--- src/rtl/q2_sequencer_pkg.sv ---
// Shared definitions for the Q2 CPU sequencer: state codes, phase type and
// small helpers used by the sequencer and by anything decoding its state bits.
package q2_sequencer_pkg;

  localparam logic [3:0] Q2_S_FETCH = 4'h0;
  localparam logic [3:0] Q2_S_DEREF = 4'h1;
  localparam logic [3:0] Q2_S_LOAD  = 4'h2;
  localparam logic [3:0] Q2_S_EXEC  = 4'h3;
  localparam logic [3:0] Q2_S_ALU0  = 4'h4;

  // Every state is split into a settle half and a write-strobe half.
  typedef enum logic {
    PH_SETTLE = 1'b0,
    PH_STROBE = 1'b1
  } q2_phase_e;

  // Code of the last bit-serial ALU state; anything above it is unreachable.
  function automatic logic [3:0] q2_alu_max(input int unsigned steps);
    return 4'(steps + 32'd3);
  endfunction

  // Opcodes that need the bit-serial ALU pass after EXEC.
  function automatic logic q2_is_alu_op(input logic op3, input logic op4, input logic op5);
    return ~op5 | (~op3 & ~op4);
  endfunction

endpackage

--- src/rtl/q2_sequencer_if.sv ---
// Front-panel controls, opcode bits and state outputs of the Q2 sequencer.
// master drives the panel/opcode side, slave is the sequencer itself.
interface q2_sequencer_if;
  logic run_sw;
  logic step_sw;
  logic op2;
  logic op3;
  logic op4;
  logic op5;
  logic s0;
  logic s1;
  logic s2;
  logic s3;
  logic ws;
  logic running;

  modport master (
    output run_sw, step_sw, op2, op3, op4, op5,
    input  s0, s1, s2, s3, ws, running
  );

  modport slave (
    input  run_sw, step_sw, op2, op3, op4, op5,
    output s0, s1, s2, s3, ws, running
  );
endinterface

--- src/rtl/q2_edge_detect.sv ---
// Rising-edge detector for the step switch: one registered copy of the
// input, rise is high for the single clock where d is 1 and was 0 before.
module q2_edge_detect (
  input  logic clk_i,
  input  logic rst_i,
  input  logic d_i,
  output logic rise_o
);

  logic prev_q;

  // Remember last cycle's level.
  always_ff @(posedge clk_i) begin
    if (rst_i) prev_q <= 1'b0;
    else       prev_q <= d_i;
  end

  assign rise_o = d_i & ~prev_q;

endmodule

--- src/rtl/q2_sequencer.sv ---
// Q2 CPU state sequencer: generates state bits s0..s3 and write strobe ws,
// and implements run / stop / single-step control at instruction boundaries.
//
//   state       | meaning
//   ------------+------------------------------------------------------
//   0000 FETCH  | fetch instruction; halt decision taken in phase 0
//   0001 DEREF  | indirect address dereference (op2=1)
//   0010 LOAD   | memory operand load (op5=0)
//   0011 EXEC   | execute
//   0100..ALU_MAX | bit-serial ALU shift steps (alu_op only)
//   above ALU_MAX | unreachable; recovers to FETCH phase 0
//
//   Each state has phase 0 (settle, ws=0) then phase 1 (ws=1); the state
//   code changes on the edge that ends phase 1.
module q2_sequencer
  import q2_sequencer_pkg::*;
#(
  parameter int unsigned ALU_STEPS = 8
) (
  input logic             clk_i,
  input logic             rst_i,
  q2_sequencer_if.slave   bus
);

  localparam logic [3:0] ALU_MAX = q2_alu_max(ALU_STEPS);

  logic [3:0] state_q, state_d;
  q2_phase_e  phase_q, phase_d;
  logic       running_q, running_d;
  logic       step_pending_q, step_pending_d;
  logic       step_rise;
  logic       alu_op;

  q2_edge_detect u_step_edge (
    .clk_i  (clk_i),
    .rst_i  (rst_i),
    .d_i    (bus.step_sw),
    .rise_o (step_rise)
  );

  assign alu_op = q2_is_alu_op(bus.op3, bus.op4, bus.op5);

  // State, phase, run status and pending-step registers.
  always_ff @(posedge clk_i) begin
    if (rst_i) begin
      state_q        <= Q2_S_FETCH;
      phase_q        <= PH_SETTLE;
      running_q      <= 1'b0;
      step_pending_q <= 1'b0;
    end else begin
      state_q        <= state_d;
      phase_q        <= phase_d;
      running_q      <= running_d;
      step_pending_q <= step_pending_d;
    end
  end

  // Next-state: phase toggling, instruction-boundary halt and state walk.
  always_comb begin
    state_d        = state_q;
    phase_d        = phase_q;
    running_d      = running_q;
    step_pending_d = step_pending_q;

    // Steps only count while halted; a step during an instruction is dropped.
    if (step_rise && !running_q) step_pending_d = 1'b1;

    if (state_q > ALU_MAX) begin
      state_d   = Q2_S_FETCH;
      phase_d   = PH_SETTLE;
      running_d = bus.run_sw;
    end else if (phase_q == PH_SETTLE) begin
      if (state_q == Q2_S_FETCH) begin
        if (bus.run_sw || step_pending_q) begin
          phase_d        = PH_STROBE;
          running_d      = 1'b1;
          step_pending_d = 1'b0;
        end else begin
          running_d = 1'b0;
        end
      end else begin
        phase_d = PH_STROBE;
      end
    end else begin
      phase_d = PH_SETTLE;
      case (state_q)
        Q2_S_FETCH: begin
          if (bus.op2)       state_d = Q2_S_DEREF;
          else if (!bus.op5) state_d = Q2_S_LOAD;
          else               state_d = Q2_S_EXEC;
        end
        Q2_S_DEREF: state_d = bus.op5 ? Q2_S_EXEC : Q2_S_LOAD;
        Q2_S_LOAD:  state_d = Q2_S_EXEC;
        Q2_S_EXEC:  state_d = alu_op ? Q2_S_ALU0 : Q2_S_FETCH;
        default:    state_d = (state_q == ALU_MAX) ? Q2_S_FETCH : state_q + 4'd1;
      endcase
      // Entering FETCH ends the instruction; keep running only if free-running.
      if (state_d == Q2_S_FETCH) running_d = bus.run_sw;
    end
  end

  assign bus.s0      = state_q[0];
  assign bus.s1      = state_q[1];
  assign bus.s2      = state_q[2];
  assign bus.s3      = state_q[3];
  assign bus.ws      = (phase_q == PH_STROBE);
  assign bus.running = running_q;

endmodule
--- src/flat_wrapper.sv ---
// flat-port wrapper written by rule: the top's interface ports become plain ports
module q2_sequencer_flat import q2_sequencer_pkg::*;
#(
  parameter int unsigned ALU_STEPS = 8
)
  (clk_i, rst_i, bus_run_sw, bus_step_sw, bus_op2, bus_op3, bus_op4, bus_op5, bus_s0, bus_s1, bus_s2, bus_s3, bus_ws, bus_running);
  q2_sequencer_if bus_i ();
  input logic clk_i;
  input logic rst_i;
  input wire logic [$bits(bus_i.run_sw)-1:0] bus_run_sw;
  input wire logic [$bits(bus_i.step_sw)-1:0] bus_step_sw;
  input wire logic [$bits(bus_i.op2)-1:0] bus_op2;
  input wire logic [$bits(bus_i.op3)-1:0] bus_op3;
  input wire logic [$bits(bus_i.op4)-1:0] bus_op4;
  input wire logic [$bits(bus_i.op5)-1:0] bus_op5;
  output wire logic [$bits(bus_i.s0)-1:0] bus_s0;
  output wire logic [$bits(bus_i.s1)-1:0] bus_s1;
  output wire logic [$bits(bus_i.s2)-1:0] bus_s2;
  output wire logic [$bits(bus_i.s3)-1:0] bus_s3;
  output wire logic [$bits(bus_i.ws)-1:0] bus_ws;
  output wire logic [$bits(bus_i.running)-1:0] bus_running;
  assign bus_i.run_sw = bus_run_sw;
  assign bus_i.step_sw = bus_step_sw;
  assign bus_i.op2 = bus_op2;
  assign bus_i.op3 = bus_op3;
  assign bus_i.op4 = bus_op4;
  assign bus_i.op5 = bus_op5;
  assign bus_s0 = bus_i.s0;
  assign bus_s1 = bus_i.s1;
  assign bus_s2 = bus_i.s2;
  assign bus_s3 = bus_i.s3;
  assign bus_ws = bus_i.ws;
  assign bus_running = bus_i.running;
  q2_sequencer #(.ALU_STEPS(ALU_STEPS)) u_core (.clk_i(clk_i), .rst_i(rst_i), .bus(bus_i));
endmodule
--- config.mk ---
export PLATFORM = sky130hd
export DESIGN_NAME = q2_sequencer_flat
export DESIGN_NICKNAME = d
export VERILOG_FILES = /design/src/rtl/q2_sequencer_pkg.sv /design/src/rtl/q2_sequencer_if.sv /design/src/rtl/q2_edge_detect.sv /design/src/rtl/q2_sequencer.sv /design/src/flat_wrapper.sv
export SDC_FILE = /design/constraint.sdc
export NUM_CORES = 1
export LEC_CHECK = 0
export ABC_AREA = 1
export BUFFER_PORTS_ARGS = -buffer_cell sky130_fd_sc_hd__buf_2
export CORE_AREA = 2 2 39 41
export DETAILED_ROUTE_END_ITERATION = 8
export DIE_AREA = 0 0 41 43
export PLACE_DENSITY = 0.61
export SLEW_MARGIN = 20
export SYNTH_ARGS = -nofsm -noshare
export SYNTH_HDL_FRONTEND = slang
export SYNTH_SLANG_ARGS = --single-unit
--- constraint.sdc ---
create_clock -name clk_i -period 2.05 [get_ports clk_i]
set_clock_uncertainty 0.2 [all_clocks]
set_input_delay 0.205 -clock clk_i [delete_from_list [all_inputs] [get_ports clk_i]]
set_output_delay 0.205 -clock clk_i [all_outputs]
set_load 0.05 [all_outputs]
Yosys cells after proc, flatten, opt, wreduce, memory -nomap -nowiden. Index checks and enable logic that the tools add are counted.

Word-level logic and storage cells: 46. Flip-flop bits (word level): 8. Bits of input ports: 8.

Multiplexer cells: 18. Eq/ne operators: 5. Add/sub/neg operators: 1. Bitwise operators: 7. Reductions and logical operators: 9. Magnitude comparators: 1.

Operator list (count): two-way mux 4 bit (4); one-hot mux 4 bit (4 select lines) (1); two-way mux 1 bit (12); equality test 4 x 2 -> 1 bit (second input constant) (2); zero test 4 bit (2); adder 4 x 1 -> 4 bit (second input constant) (1); equality test 4 x 1 -> 1 bit (second input constant) (1); equality test 4 bit (second input constant) (1); greater-than comparator 4 bit (second input constant) (1); inverter 1 bit (4); two-way mux 3 bit (1); inequality test 3 bit (second input constant) (1); nonzero test 3 bit (1); OR reduction 3 bit (1); AND 1 bit (2); AND reduction 2 bit (1); OR reduction 2 bit (1); logical AND 1 bit (1); zero test 1 bit (1); logical OR 1 bit (1); bitwise OR 1 bit (1).

Longest topological paths before layout.
Depth in word-level cells: 11. Depth in mapped cells: 10. Gate-level depth less buffers: 10.

Hierarchy. Synthesis repeated with hierarchy kept, for this count alone.

Cell total of the unflattened synthesis: 79. Area, all modules: 524.3 um2.

By module, submodules not included: q2_sequencer (sequential area each 140.1 um2, area an instance 493.0 um2, cells an instance 75, instances 1); q2_edge_detect (sequential area each 20.0 um2, area an instance 31.3 um2, cells an instance 4, instances 1).

Least setup slack after synthesis. OpenSTA, ideal clock, no wires.

Kind: flip-flop to flip-flop. Start: reg u_core.state_q[0]. End: reg u_core.running_q (netlist: u_core.bus.running). Path slack: 0.002 ns. Setup time: 0.115 ns. Arrival time: 1.733 ns. Cell stages (with the launch flop): 9. Cells stage by stage: dfxtp_1 inv_1 ha_1 o21ai_0 nand2_1 a21oi_1 nand3_1 a21oi_1 nor2_1.

Longest elaborated chain between the ends: 8. Elaborated cells on any way between the ends: 16. Those cells by class: add/sub: 1; order compare: 1; eq/ne: 5; mux: 5; reduce/logical: 4.

RTL lines: start: declaration (RTL line q2_sequencer.sv:27) `logic [3:0] state_q, state_d;`; start signal: assignment (RTL line q2_sequencer.sv:51) `state_q <= state_d;`; adder 4 x 1 -> 4 bit or equality test 4 bit (tied branches) (RTL line q2_sequencer.sv:95) `default: state_d = (state_q == ALU_MAX) ? Q2_S_FETCH : state_q + 4'd1;`; two-way mux 4 bit (RTL line q2_sequencer.sv:95); one-hot mux 4 bit (4 select lines) (RTL line q2_sequencer.sv:86) `case (state_q)`; two-way mux 4 bit (RTL line q2_sequencer.sv:72) `end else if (phase_q == PH_SETTLE) begin`; two-way mux 4 bit (RTL line q2_sequencer.sv:68) `if (state_q > ALU_MAX) begin`; zero test 4 bit (RTL line q2_sequencer.sv:98) `if (state_d == Q2_S_FETCH) running_d = bus.run_sw;`; inequality test 3 bit (no source line); AND reduction 2 bit (no source line); end signal: assignment (RTL line q2_sequencer.sv:53) `running_q <= running_d;`; end: declaration (RTL line q2_sequencer.sv:29) `logic running_q, running_d;`.

Parallel ways exist; a longest one is shown, timed or not. The select of a mux whose other input is x is not followed. A chain may end at the register's enable or synchronous reset.

Worst setup path in the final report.
Start: reg u_core.state_q[1]. End: reg u_core.running_q (netlist: u_core.bus.running).

Same word-level chain as after synthesis.

==> flow_summary.ini <==
[sta]
tightestPinTransition_ps = 281
hold_viol_final = 0
rsz0062_at_grt = no
fin_crit_sh_pct = 90.8
maxSlewHeadroom_pct = 81.3
holdWs_ps = 55.0
fin_tns_setup_ps = 0
final-setup-viol-count = 0
slew_viol_final = 0
min_period_ps = 1860
max_freq_mhz = 537

[layout]
fill_cells = 144
design_area_um2 = 606
syn2layout_area_growth_pct = 26.7
nets = 102
drive_gt1_share_pct = 21.6
layout_common_cells = buf_2 (13), inv_1 (12), nand2_1 (12)
antenna_cells = 0
layout_commonest_cell = buf_2

[critical_path]
worstReg2RegStart = u_core.state_q[1]
r2r_setup_slack_ps = 190
critPathArrivalTime_ps = 1810
crit_type = register to register
crit_path_start_kind = register
cp.required_ps = 2000
reg2reg_to = u_core.bus.running
endpoint = u_core.bus.running
end_kind = register
worst-path-max-fanout = 6
crit_path_start = u_core.state_q[1]
ff2ff_path_depth = 8

[clock_tree]
numCtsBuffers = 3
clk_latency_ps = 260
clock_sinks = 8
clockRootBuffer = clkbuf_4
clk_pin_slew_ps = 60
post-cts-setup-buffer-count = 0
h-tree-depth = 1
cts_tree = built
hold_buffers = 2
clk_path_buf_depth = 2
post_cts_resized = 0

[die]
dieArea_um2 = 1760
die_h_um = 43
die_width_um = 41
rows = 14
start_util_pct = 34.5
io-pin-count = 14
core-area_um2 = 1380

[power]
pwr-share-seq_pct = 35.3
pwr-share-comb_pct = 43.7
leakagePower_nw = 0.311
powerDensity_nw_per_um2 = 994
clkPwrFrac_pct = 21.0
power_switching_mw = 0.269
ir_worst_vdd_uv = 301
switching_share_pct = 44.7
power.internal_mw = 0.333

[synthesis]
syn_avg_cell_area_um2 = 6.83
yosys_warnings = 0
yosysUniqueCellTypes = 17
syn_inst = 70
yosysSeqAreaShare_pct = 33.5
ys_ff_latch = 8
syn_nets = 82
synth_area_um2 = 478

[drt]
dr.pass1.iters = 4
drtIter0Drc = 17
drc = 0
viasPerCell = 4.99
dr_total_vias = 519
wirelength_um = 1100
routedWlPerCell_um = 10.6
drt.antenna.violating_nets = 0

[placed_design]
hpwl_um = 858
post_dp_cell_area_um2 = 563
portBuffers = 13
gp_routability_congestion = 0.757

[grt]
grt_overflow_total = 0
grt_pass1_wl_um = 1670
grt_use_total_pct = 14.1
antenna_found_initial = 0
grt_max_degree = 9
grt_pass1_vias = 423

[job]
max-cap-violations = 0

[outcome]
status = complete, no violations

[min_path]
hold_path_class = primary input to register
==> cell families (layout without fill, tap and decap cells) <==
family	count (synthesis)	after routing	synth area share (%)
flops	8	8	33.5
fa+ha+maj	4	4	10.5
buf+inv	12	30	9.42
simple gates	30	30	27.0
compound gates	16	16	19.6
==> metal layers <==
| metal | up-vias | routed length (µm) | GRT usage (%) |
|---|---|---|---|
| li1 | 269 | - | - |
| met1 | 234 | 494 | 16.8 |
| met2 | 13 | 545 | 20.9 |
| met3 | 3 | 35 | 3.14 |
| met4 | 0 | 27 | 10.0 |
| met5 | - | 0 | 0 |
==> metrics by stage <==
stage	power, mW	instances	worst slack (ps)	utilization (%)
final	0.602	104	188	43.8
after global routing	0.641	104	43.5	43.8
after CTS	0.605	104	229	43.8
after detailed placement	0.474	99	230	40.7
after global placement	0.470	99	310	40.7
after floorplan	0.415	70	1.78	-
==> layout make-up <==
cell class / instances / area [µm²] / share of cell area [%]
multi-input cells: 50 / 273 / 45.0
flip-flops and latches: 8 / 160 / 26.4
repair buffers: 15 / 85.1 / 14.0
well taps: 16 / 20.0 / 3.31
clock buffers: 3 / 22.5 / 3.72
inverters: 12 / 45.0 / 7.44
==> worst max-delay path, cell delays in order, from the launching register on <==
cell,delay (ps)
dfxtp_1,410
inv_1,110
ha_1,250
o21ai_0,170
nand2_1,70
a21oi_1,190
nand3_1,130
a21oi_1,150
nor2_1,60
==> how the worst min path moves through the flow <==
stage / endpoint / from / slack, ps / cells past startpoint
floorplan: u_core.u_step_edge.prev_q / rst_i / 80 / 1
global placement: u_core.u_step_edge.prev_q / rst_i / 180 / 2
detailed placement: u_core.u_step_edge.prev_q / rst_i / 180 / 2
CTS: u_core.step_pending_q / bus_run_sw / 50 / 3
global route: u_core.step_pending_q / bus_run_sw / 80 / 3
finish: u_core.step_pending_q / bus_run_sw / 60 / 3
==> flip-flops by register name, indices dropped and copies added, names as in the netlist <==
signal / flops
u_core.u_step_edge.prev_q: 1
u_core.bus.running: 1
u_core.state_q: 4
u_core.bus.ws: 1
u_core.step_pending_q: 1
==> synth_stat cells <==
| library cell | instances | area share (%) |
|---|---|---|
| nor2_1 | 8 | 6.3 |
| nand3_1 | 5 | 5.2 |
| o21ai_0 | 6 | 6.3 |
| a221oi_1 | 1 | 1.8 |
| inv_1 | 12 | 9.4 |
| o22ai_1 | 2 | 2.6 |
| a31oi_1 | 1 | 1.3 |
| nor2_2 | 1 | 1.3 |
| nor3_1 | 2 | 2.1 |
| a21oi_1 | 4 | 4.2 |
| nand2_1 | 12 | 9.4 |
| or2_2 | 1 | 1.3 |
| o211ai_1 | 1 | 1.6 |
| a31o_2 | 1 | 1.8 |
| dfxtp_1 | 8 | 34 |
| nand4_1 | 1 | 1.3 |
| ha_1 | 4 | 10 |
==> power by group through the flow <==
| stage | Sequential (mW) | Combinational [mW] | Clock (mW) |
|---|---|---|---|
| 6_report | 0.212 | 0.263 | 0.126 |
| 5_1_grt | 0.216 | 0.292 | 0.133 |
| 4_1_cts | 0.212 | 0.262 | 0.131 |
| 3_5_place_dp | 0.215 | 0.259 | 0 |
| 3_3_place_gp | 0.215 | 0.255 | 0 |
| 2_1_floorplan | 0.285 | 0.130 | 0 |
(Power assumes the default switching activity.)
